==> src/rtl/mem_pkg.sv <==
// Shared types for the load result path: load size encoding and the
// in-flight queue entry layout.
package mem_pkg;

  localparam int SQN_W = 7;

  // Size code 3 is not named; it formats like a word.
  typedef enum logic [1:0] {
    SZ_B = 2'd0,
    SZ_H = 2'd1,
    SZ_W = 2'd2
  } load_size_e;

  typedef struct packed {
    logic [6:0]       tag;
    logic [4:0]       nm;
    logic [SQN_W-1:0] sqN;
    logic [1:0]       shamt;
    load_size_e       size;
    logic             signExt;
    logic             noMem;      // never issued a request (exception)
    logic             exception;
    logic             killed;     // squashed by a mispredict, drop at head
    logic             dataValid;  // data present, entry may leave the head
    logic [31:0]      data;
  } lq_entry_t;

endpackage

==> src/rtl/load_result_unit_if.sv <==
// Data-memory read port: request with ready handshake, in-order
// response with no backpressure.
interface load_result_unit_if;
  logic        MEM_req_valid;
  logic        MEM_req_ready;
  logic [29:0] MEM_req_addr;
  logic        MEM_rsp_valid;
  logic [31:0] MEM_rsp_data;

  modport master (
    output MEM_req_valid, MEM_req_addr,
    input  MEM_req_ready, MEM_rsp_valid, MEM_rsp_data
  );

  modport slave (
    input  MEM_req_valid, MEM_req_addr,
    output MEM_req_ready, MEM_rsp_valid, MEM_rsp_data
  );
endinterface

==> src/rtl/load_result_unit_fmt.sv <==
// Load data alignment and extension: shift the word down to the byte
// offset, then truncate and extend according to size.
module load_data_fmt
  import mem_pkg::*;
(
  input  logic [31:0] i_data,
  input  logic [1:0]  i_shamt,
  input  load_size_e  i_size,
  input  logic        i_signExt,
  output logic [31:0] o_result
);

  logic [31:0] w_word;
  assign w_word = i_data >> {i_shamt, 3'b000};

  // Truncate to the access size and fill the upper bits.
  always_comb begin
    o_result = w_word;
    case (i_size)
      SZ_B:    o_result = {{24{i_signExt & w_word[7]}},  w_word[7:0]};
      SZ_H:    o_result = {{16{i_signExt & w_word[15]}}, w_word[15:0]};
      default: o_result = w_word;
    endcase
  end

endmodule

==> src/rtl/load_result_unit.sv <==
// Load result unit: issues word reads for incoming load uops, tracks them
// in an in-order queue, formats returned data and registers the
// writeback result. Mispredicts squash everything younger than the branch.
module load_result_unit #(
  parameter int DEPTH = 4,
  parameter int SQN_W = 7
) (
  input  logic              clk,
  input  logic              rst_n,
  input  logic              IN_branch_valid,
  input  logic [SQN_W-1:0]  IN_branch_sqN,
  input  logic              IN_uop_valid,
  input  logic [31:0]       IN_uop_addr,
  input  logic [1:0]        IN_uop_shamt,
  input  logic [1:0]        IN_uop_size,
  input  logic              IN_uop_signExt,
  input  logic              IN_uop_exception,
  input  logic [SQN_W-1:0]  IN_uop_sqN,
  input  logic [6:0]        IN_uop_tagDst,
  input  logic [4:0]        IN_uop_nmDst,
  output logic              OUT_stall,
  load_result_unit_if.master mem,
  input  logic              IN_wb_stall,
  output logic              OUT_wb_valid,
  output logic [31:0]       OUT_wb_result,
  output logic [6:0]        OUT_wb_tagDst,
  output logic [4:0]        OUT_wb_nmDst,
  output logic [SQN_W-1:0]  OUT_wb_sqN,
  output logic              OUT_wb_exception
);
  import mem_pkg::*;

  localparam int IW = $clog2(DEPTH);
  localparam int PW = IW + 1;

  function automatic logic younger(input logic [SQN_W-1:0] x,
                                   input logic bv, input logic [SQN_W-1:0] bs);
    logic signed [SQN_W-1:0] d;
    d = $signed(x - bs);
    return bv && (d > 0);
  endfunction

  lq_entry_t        r_q [DEPTH];
  logic [PW-1:0]    r_wr_ptr, r_rd_ptr;
  logic             r_wb_valid, r_wb_exception;
  logic [31:0]      r_wb_result;
  logic [6:0]       r_wb_tagDst;
  logic [4:0]       r_wb_nmDst;
  logic [SQN_W-1:0] r_wb_sqN;

  logic [PW-1:0]    w_count;
  logic             w_full, w_empty, w_in_young, w_accept;
  logic [IW-1:0]    w_wr_idx, w_rd_idx, w_rsp_idx;
  logic             w_rsp_hit, w_rsp_fill;
  lq_entry_t        w_new, w_hd;
  logic             w_hd_vld, w_hd_kill, w_wb_young, w_wb_free;
  logic             w_pop, w_pop_out;
  logic [31:0]      w_fmt, w_result;
  logic             w_unused_addr;

  assign w_count    = r_wr_ptr - r_rd_ptr;
  assign w_full     = (w_count == PW'(DEPTH));
  assign w_empty    = (w_count == '0);
  assign w_wr_idx   = r_wr_ptr[IW-1:0];
  assign w_rd_idx   = r_rd_ptr[IW-1:0];
  assign w_in_young = younger(IN_uop_sqN, IN_branch_valid, IN_branch_sqN);

  // Full is judged on the registered count only, so a same-cycle pop does
  // not open a slot.
  assign w_accept  = IN_uop_valid && !w_full && !w_in_young &&
                     (IN_uop_exception || mem.MEM_req_ready);
  assign OUT_stall = IN_uop_valid && !w_accept && !w_in_young;

  assign mem.MEM_req_valid = IN_uop_valid && !IN_uop_exception && !w_full && !w_in_young;
  assign mem.MEM_req_addr  = IN_uop_addr[31:2];
  assign w_unused_addr     = ^IN_uop_addr[1:0];

  // Entry image for an accepted uop; exceptions are complete on arrival.
  always_comb begin
    w_new           = '0;
    w_new.tag       = IN_uop_tagDst;
    w_new.nm        = IN_uop_nmDst;
    w_new.sqN       = IN_uop_sqN;
    w_new.shamt     = IN_uop_shamt;
    w_new.size      = load_size_e'(IN_uop_size);
    w_new.signExt   = IN_uop_signExt;
    w_new.noMem     = IN_uop_exception;
    w_new.exception = IN_uop_exception;
    w_new.dataValid = IN_uop_exception;
  end

  // Response pointer: oldest occupied entry that issued a request and is
  // still waiting for data (killed entries included, they still own one).
  always_comb begin
    logic [PW-1:0] v_ptr;
    v_ptr     = '0;
    w_rsp_hit = 1'b0;
    w_rsp_idx = '0;
    for (int i = 0; i < DEPTH; i++) begin
      v_ptr = r_rd_ptr + PW'(i);
      if (!w_rsp_hit && (PW'(i) < w_count) &&
          !r_q[v_ptr[IW-1:0]].noMem && !r_q[v_ptr[IW-1:0]].dataValid) begin
        w_rsp_hit = 1'b1;
        w_rsp_idx = v_ptr[IW-1:0];
      end
    end
  end
  assign w_rsp_fill = mem.MEM_rsp_valid && w_rsp_hit;

  // Effective head: an empty queue exposes the uop being accepted, and a
  // response landing on the head is seen the same cycle.
  always_comb begin
    w_hd     = r_q[w_rd_idx];
    w_hd_vld = !w_empty;
    if (w_empty) begin
      w_hd     = w_new;
      w_hd_vld = w_accept;
    end else if (w_rsp_fill && (w_rsp_idx == w_rd_idx)) begin
      w_hd.data      = mem.MEM_rsp_data;
      w_hd.dataValid = 1'b1;
    end
  end

  load_data_fmt u_fmt (
    .i_data    (w_hd.data),
    .i_shamt   (w_hd.shamt),
    .i_size    (w_hd.size),
    .i_signExt (w_hd.signExt),
    .o_result  (w_fmt)
  );
  assign w_result = w_hd.exception ? 32'h0 : w_fmt;

  assign w_hd_kill  = w_hd.killed || younger(w_hd.sqN, IN_branch_valid, IN_branch_sqN);
  assign w_wb_young = younger(r_wb_sqN, IN_branch_valid, IN_branch_sqN);
  assign w_wb_free  = !r_wb_valid || !IN_wb_stall || w_wb_young;
  assign w_pop_out  = w_hd_vld && w_hd.dataValid && !w_hd_kill && w_wb_free;
  assign w_pop      = w_hd_vld && w_hd.dataValid && (w_hd_kill || w_wb_free);

  // Queue pointers: enqueue on accept, dequeue on silent drop or writeback.
  always_ff @(posedge clk or negedge rst_n) begin
    if (!rst_n) begin
      r_wr_ptr <= '0;
      r_rd_ptr <= '0;
    end else begin
      if (w_accept) r_wr_ptr <= r_wr_ptr + 1'b1;
      if (w_pop)    r_rd_ptr <= r_rd_ptr + 1'b1;
    end
  end

  // Entry state: flush kills, response fills, accept writes a fresh entry.
  always_ff @(posedge clk or negedge rst_n) begin
    if (!rst_n) begin
      for (int i = 0; i < DEPTH; i++) r_q[i] <= '0;
    end else begin
      for (int i = 0; i < DEPTH; i++)
        if (younger(r_q[i].sqN, IN_branch_valid, IN_branch_sqN)) r_q[i].killed <= 1'b1;
      if (w_rsp_fill) begin
        r_q[w_rsp_idx].data      <= mem.MEM_rsp_data;
        r_q[w_rsp_idx].dataValid <= 1'b1;
      end
      if (w_accept) r_q[w_wr_idx] <= w_new;
    end
  end

  // Writeback register: load on pop, hold while stalled, drop when
  // drained or squashed.
  always_ff @(posedge clk or negedge rst_n) begin
    if (!rst_n) begin
      r_wb_valid     <= 1'b0;
      r_wb_result    <= '0;
      r_wb_tagDst    <= '0;
      r_wb_nmDst     <= '0;
      r_wb_sqN       <= '0;
      r_wb_exception <= 1'b0;
    end else if (w_pop_out) begin
      r_wb_valid     <= 1'b1;
      r_wb_result    <= w_result;
      r_wb_tagDst    <= w_hd.tag;
      r_wb_nmDst     <= w_hd.nm;
      r_wb_sqN       <= w_hd.sqN;
      r_wb_exception <= w_hd.exception;
    end else if (w_wb_young || !IN_wb_stall) begin
      r_wb_valid <= 1'b0;
    end
  end

  assign OUT_wb_valid     = r_wb_valid;
  assign OUT_wb_result    = r_wb_result;
  assign OUT_wb_tagDst    = r_wb_tagDst;
  assign OUT_wb_nmDst     = r_wb_nmDst;
  assign OUT_wb_sqN       = r_wb_sqN;
  assign OUT_wb_exception = r_wb_exception;

  // A response with nothing outstanding is dropped; flag it.
  a_rsp_outstanding: assert property (@(posedge clk) disable iff (!rst_n)
    mem.MEM_rsp_valid |-> w_rsp_hit);

endmodule

==> src/flat_wrapper.sv <==
// flat-port wrapper written by rule: the top's interface ports become plain ports
module load_result_unit_flat import mem_pkg::*;
#(
  parameter int DEPTH = 4,
  parameter int SQN_W = 7
)
  (clk, rst_n, IN_branch_valid, IN_branch_sqN, IN_uop_valid, IN_uop_addr, IN_uop_shamt, IN_uop_size, IN_uop_signExt, IN_uop_exception, IN_uop_sqN, IN_uop_tagDst, IN_uop_nmDst, OUT_stall, IN_wb_stall, OUT_wb_valid, OUT_wb_result, OUT_wb_tagDst, OUT_wb_nmDst, OUT_wb_sqN, OUT_wb_exception, mem_MEM_req_valid, mem_MEM_req_addr, mem_MEM_req_ready, mem_MEM_rsp_valid, mem_MEM_rsp_data);
  load_result_unit_if mem_i ();
  input  logic clk;
  input  logic rst_n;
  input  logic IN_branch_valid;
  input  logic [SQN_W-1:0] IN_branch_sqN;
  input  logic IN_uop_valid;
  input  logic [31:0] IN_uop_addr;
  input  logic [1:0] IN_uop_shamt;
  input  logic [1:0] IN_uop_size;
  input  logic IN_uop_signExt;
  input  logic IN_uop_exception;
  input  logic [SQN_W-1:0] IN_uop_sqN;
  input  logic [6:0] IN_uop_tagDst;
  input  logic [4:0] IN_uop_nmDst;
  output logic OUT_stall;
  input  logic IN_wb_stall;
  output logic OUT_wb_valid;
  output logic [31:0] OUT_wb_result;
  output logic [6:0] OUT_wb_tagDst;
  output logic [4:0] OUT_wb_nmDst;
  output logic [SQN_W-1:0] OUT_wb_sqN;
  output logic OUT_wb_exception;
  output wire logic [$bits(mem_i.MEM_req_valid)-1:0] mem_MEM_req_valid;
  output wire logic [$bits(mem_i.MEM_req_addr)-1:0] mem_MEM_req_addr;
  input wire logic [$bits(mem_i.MEM_req_ready)-1:0] mem_MEM_req_ready;
  input wire logic [$bits(mem_i.MEM_rsp_valid)-1:0] mem_MEM_rsp_valid;
  input wire logic [$bits(mem_i.MEM_rsp_data)-1:0] mem_MEM_rsp_data;
  assign mem_MEM_req_valid = mem_i.MEM_req_valid;
  assign mem_MEM_req_addr = mem_i.MEM_req_addr;
  assign mem_i.MEM_req_ready = mem_MEM_req_ready;
  assign mem_i.MEM_rsp_valid = mem_MEM_rsp_valid;
  assign mem_i.MEM_rsp_data = mem_MEM_rsp_data;
  load_result_unit #(.DEPTH(DEPTH), .SQN_W(SQN_W)) u_core (.clk(clk), .rst_n(rst_n), .IN_branch_valid(IN_branch_valid), .IN_branch_sqN(IN_branch_sqN), .IN_uop_valid(IN_uop_valid), .IN_uop_addr(IN_uop_addr), .IN_uop_shamt(IN_uop_shamt), .IN_uop_size(IN_uop_size), .IN_uop_signExt(IN_uop_signExt), .IN_uop_exception(IN_uop_exception), .IN_uop_sqN(IN_uop_sqN), .IN_uop_tagDst(IN_uop_tagDst), .IN_uop_nmDst(IN_uop_nmDst), .OUT_stall(OUT_stall), .mem(mem_i), .IN_wb_stall(IN_wb_stall), .OUT_wb_valid(OUT_wb_valid), .OUT_wb_result(OUT_wb_result), .OUT_wb_tagDst(OUT_wb_tagDst), .OUT_wb_nmDst(OUT_wb_nmDst), .OUT_wb_sqN(OUT_wb_sqN), .OUT_wb_exception(OUT_wb_exception));
endmodule
==> config.mk <==
export PLATFORM = sky130hd
export DESIGN_NAME = load_result_unit_flat
export DESIGN_NICKNAME = d
export VERILOG_FILES = /design/src/rtl/mem_pkg.sv /design/src/rtl/load_result_unit_if.sv /design/src/rtl/load_result_unit_fmt.sv /design/src/rtl/load_result_unit.sv /design/src/flat_wrapper.sv
export SDC_FILE = /design/constraint.sdc
export NUM_CORES = 1
export LEC_CHECK = 0
export BUFFER_PORTS_ARGS = -buffer_cell sky130_fd_sc_hd__buf_2
export CAP_MARGIN = 20
export CORE_ASPECT_RATIO = 1.4
export CORE_MARGIN = 1.5
export CORE_UTILIZATION = 44
export DETAILED_ROUTE_END_ITERATION = 8
export HOLD_SLACK_MARGIN = 0.15
export MAX_ROUTING_LAYER = met4
export PLACE_DENSITY = 0.62
export REMOVE_ABC_BUFFERS = 1
export SLEW_MARGIN = 15
export SYNTH_ARGS = -nofsm -noshare
export SYNTH_HDL_FRONTEND = slang
export SYNTH_SLANG_ARGS = --single-unit
==> constraint.sdc <==
create_clock -name clk -period 4.9 [get_ports clk]
set_input_delay 0.49 -clock clk [delete_from_list [all_inputs] [get_ports clk]]
set_output_delay 0.49 -clock clk [all_outputs]
set_load 0.005 [all_outputs]
==> summary.md <==
| Metric | Value |
|---|---|
| Outcome | finished, final reports clean |
| Share of cells above drive strength 1 | 0.2202 |
| Leading area contributor after synthesis | dfrtp_1 |
| Crit path max fanout | 42 |
| Filler cells | 3410 |
| CP endpoint kind | flop |
| Via Count | 12260 |
| GP Congestion | 0.8686 |
| Storage cell area | 7387 um^2 |
| Place WS | 0.3251 ns |
| Final setup violation count | 0 |
| Tcrit/Tclk final | 0.9209 |
| Starting Density | 0.4452 |
| Cell Count, Final, Fillers Out | 2170 |
| Total GRT Usage | 0.2417 |
| CTS Root Cell | clkbuf_16 |
| Layout Nets | 1829 |
| Placed Instances | 2110 |
| Pwr/cell area | 833.4 nW/um^2 |
| Max stage delay on crit path | 0.49 ns |
| Crit-path cells | ha_1 -> fa_1 -> xnor3_2 -> and3_1 -> nor2_1 -> a21oi_1 -> ha_1 -> inv_1 -> fa_1 -> nand2_1 -> nand2_1 -> a21oi_1 -> xnor2_1 -> o211a_1 -> o21ai_0 -> a32oi_1 -> buf_4 -> nand2_2 -> buf_12 -> nor4_1 -> a221o_1 |
| Ports | 188 |
| Max_cap viols | 0 |
| Gr ovfl total | 0 |
| Sw frac | 0.4367 |
| Crit path buf inv count | 3 |
| Yosys top cell area share | 0.4432 |
| Cell family with most CP delay | adder cells |
| IO buf count | 125 |
| Minimum clock period | 4.512 ns |
| Ys flop type | dfrtp_1 |
| H-Tree Level Count | 1 |
| Wirelength, routed | 45030 um |
| Combinational share of power | 0.594 |
| Core footprint | 37420 um^2 |
| Antenna-violating nets left | 0 |
| Clock latency on the worst-skew pair | 0.57 ns |
| Switching Power | 0.006840 W |
| Clock buffer depth | 3 |
| Clock skew | 0.02596 ns |
| Async S/R FF share, synth | 1.000 |
| CP required | 5.41 ns |
| Die H | 233.2 um |
| Hold violation count in the final report | 0 |
| Hold WC Path Type | input port to flop |
| Routed vias/inst | 5.647 |
| Largest net degree at the start of global routing | 138 |
| VDD IR max | 0.0006049 V |
| LEAKAGE | 9.853 nW |
| Vias in the first global route | 12590 |
| Headroom to the max-slew limit | 0.2822 |
| Seq pwr share | 0.260 |
| Post-route DRC | 0 |
| CTS Sinks | 295 |
| RSZ-0062 raised after global routing | no |
| Pwr Total | 0.01566 W |
| 1st-pass router iterations | 5 |
| Clk pwr share | 0.146 |
| Die area | 39050 um^2 |
| Yosys Warn Count | 0 |
| Slowest cell on crit path | dfrtp_4 |
| First-pass GRT wire length | 71260 um |
| DRT iter0 DRCs | 649 |
| Post-synthesis sequential area ratio | 0.4432 |
| Synthesized flop and latch total | 295 |
| Worst-path clk slew | 0.06 ns |
| Cts bufs inserted | 30 |
| Most common cell in the netlist | dfrtp_1 |
| Critical path arrival | 5.02 ns |
| Type of origin of the critical path | flop |
| Fmax achieved | 221.6 MHz |
| Max Transition Viols Final | 0 |
| Worst setup margin | 0.3877 ns |
| Worst-margin pin slew | 1.077 ns |
| Synth area leaders | dfrtp_1, mux2i_1, mux4_2 |
| Total Neg Setup Slack | 0 ns |
| Die W | 167.4 um |
| Rows | 84 |
| HPWL Detailed | 30190 um |
| Area Growth Syn to Fin | 12.81% |
| WHS | 0.1705 ns |
| Wirelength per Cell | 20.75 um |
| Yosys cell types | 69 |
| WS Path Type | flop to flop |
| Syn_area_per_cell | 10.49 um^2 |
| EDFF count, synth | 0 |
| Antenna violations before repair | 3 |
| Cells after Synth | 1588 |
| Cell Int Power | 0.008822 W |
| Commonest cells in the netlist | dfrtp_1, nand2_1, nor2_1 |
| Area of the multi-input gates | 8507 um^2 |
| Synth Cell Area | 16660 um^2 |
| CTS tree | yes |
-- worst paths after layout --
check	start	endpoint	slack, ns	cells after the start
max reg2reg	u_core.r_rd_ptr[0]$_DFFE_PN0P_	u_core.OUT_wb_result[6]$_DFFE_PN0P_	0.39	21
min reg2reg	u_core.r_q[112]$_DFFE_PN0P_	u_core.r_q[112]$_DFFE_PN0P_	0.47	2
min	IN_uop_shamt[1]	u_core.r_q[100]$_DFFE_PN0P_	0.17	3
max	u_core.r_rd_ptr[0]$_DFFE_PN0P_	u_core.OUT_wb_result[6]$_DFFE_PN0P_	0.39	21
max in group asynchronous	rst_n	u_core.OUT_wb_result[22]$_DFFE_PN0P_	3.10	3
min in group asynchronous	rst_n	u_core.r_q[175]$_DFFE_PN0P_	0.63	2
-- state kept, by name, indices dropped and copies added (netlist names) --
| signal | cells |
|---|---|
| u_core.OUT_wb_exception | 1 |
| u_core.OUT_wb_nmDst | 5 |
| u_core.OUT_wb_result | 32 |
| u_core.OUT_wb_sqN | 7 |
| u_core.OUT_wb_tagDst | 7 |
| u_core.OUT_wb_valid | 1 |
| u_core.r_q | 236 |
| u_core.r_rd_ptr | 3 |
| u_core.r_wr_ptr | 3 |
-- what timing repair did --
action,in CTS,in global routing
hold buffers,1,0
gates resized for setup,0,1
setup buffers,0,0
hold endpoints to repair,114,0
endpoints found under the setup margin,0,14
-- power groups by stage --
stage	Combinational (W)	Clock, W	Sequential (W)
detailed placement	0.00930	0	0.00411
floorplan	0.00651	0	0.00410
CTS	0.00935	0.00234	0.00407
global placement	0.00912	0	0.00406
finish	0.00930	0.00229	0.00408
global route	0.0102	0.00244	0.00418
-- per-layer routing --
layer,routed length [um],part of all wire,global-route usage
met4,1253,0.028,0.07911
met1,18480,0.41,0.2913
met2,22970,0.51,0.4161
met3,2334,0.052,0.03711
met5,0,0,-
-- cell type report --
type | count | area share
inverter | 47 | 0.009388
antenna | 3 | 0.0003995
tap | 473 | 0.03149
clock buffer | 38 | 0.04374
multi-input combinational | 1124 | 0.4527
clock inverter | 18 | 0.008456
sequential | 295 | 0.3931
timing repair buffer | 172 | 0.06072
-- cells by family after synthesis --
family / count (synthesis) / synth area share
simple gates: 541 / 0.1391
mux: 299 / 0.2302
xor+xnor: 32 / 0.01765
compound gates: 196 / 0.07557
buf+inv: 169 / 0.04860
flops: 295 / 0.4432
fa+ha+maj: 56 / 0.04567
-- cell usage in the layout, fill, tap and decap left out, drive strengths merged, types with 9 or more instances in the layout --
master,instances
and3,9
o21ai,81
nor2b,14
nand2,252
ha,48
mux2i,175
buf,171
nor3,11
xnor2,10
clkbuf,38
and2,10
nand2b,10
nand3,15
mux4,61
o2111ai,11
inv,48
nor2,182
a21oi,37
dfrtp,295
a31oi,10
xor2,21
clkinv,12
mux2,63
-- stage by stage --
| stage | utilization | instance area, um^2 |
|---|---|---|
| after floorplan | - | 16020 |
| after global placement | 0.4755 | 17790 |
| after detailed placement | 0.4755 | 17790 |
| after CTS | 0.5020 | 18780 |
| after global routing | 0.5022 | 18790 |
| final | 0.5022 | 18790 |
-- worst register-to-register path, stage by stage, from the launching register on --
cell and delay (ns):
dfrtp_4 0.49, ha_1 0.22, fa_1 0.36, xnor3_2 0.35, and3_1 0.27, nor2_1 0.07, a21oi_1 0.17, ha_1 0.21
inv_1 0.06, fa_1 0.40, nand2_1 0.07, nand2_1 0.05, a21oi_1 0.21, xnor2_1 0.15, o211a_1 0.16, o21ai_0 0.08
a32oi_1 0.23, buf_4 0.18, nand2_2 0.07, buf_12 0.18, nor4_1 0.31, a221o_1 0.15
No activity file was read; power rests on OpenSTA's default activity.
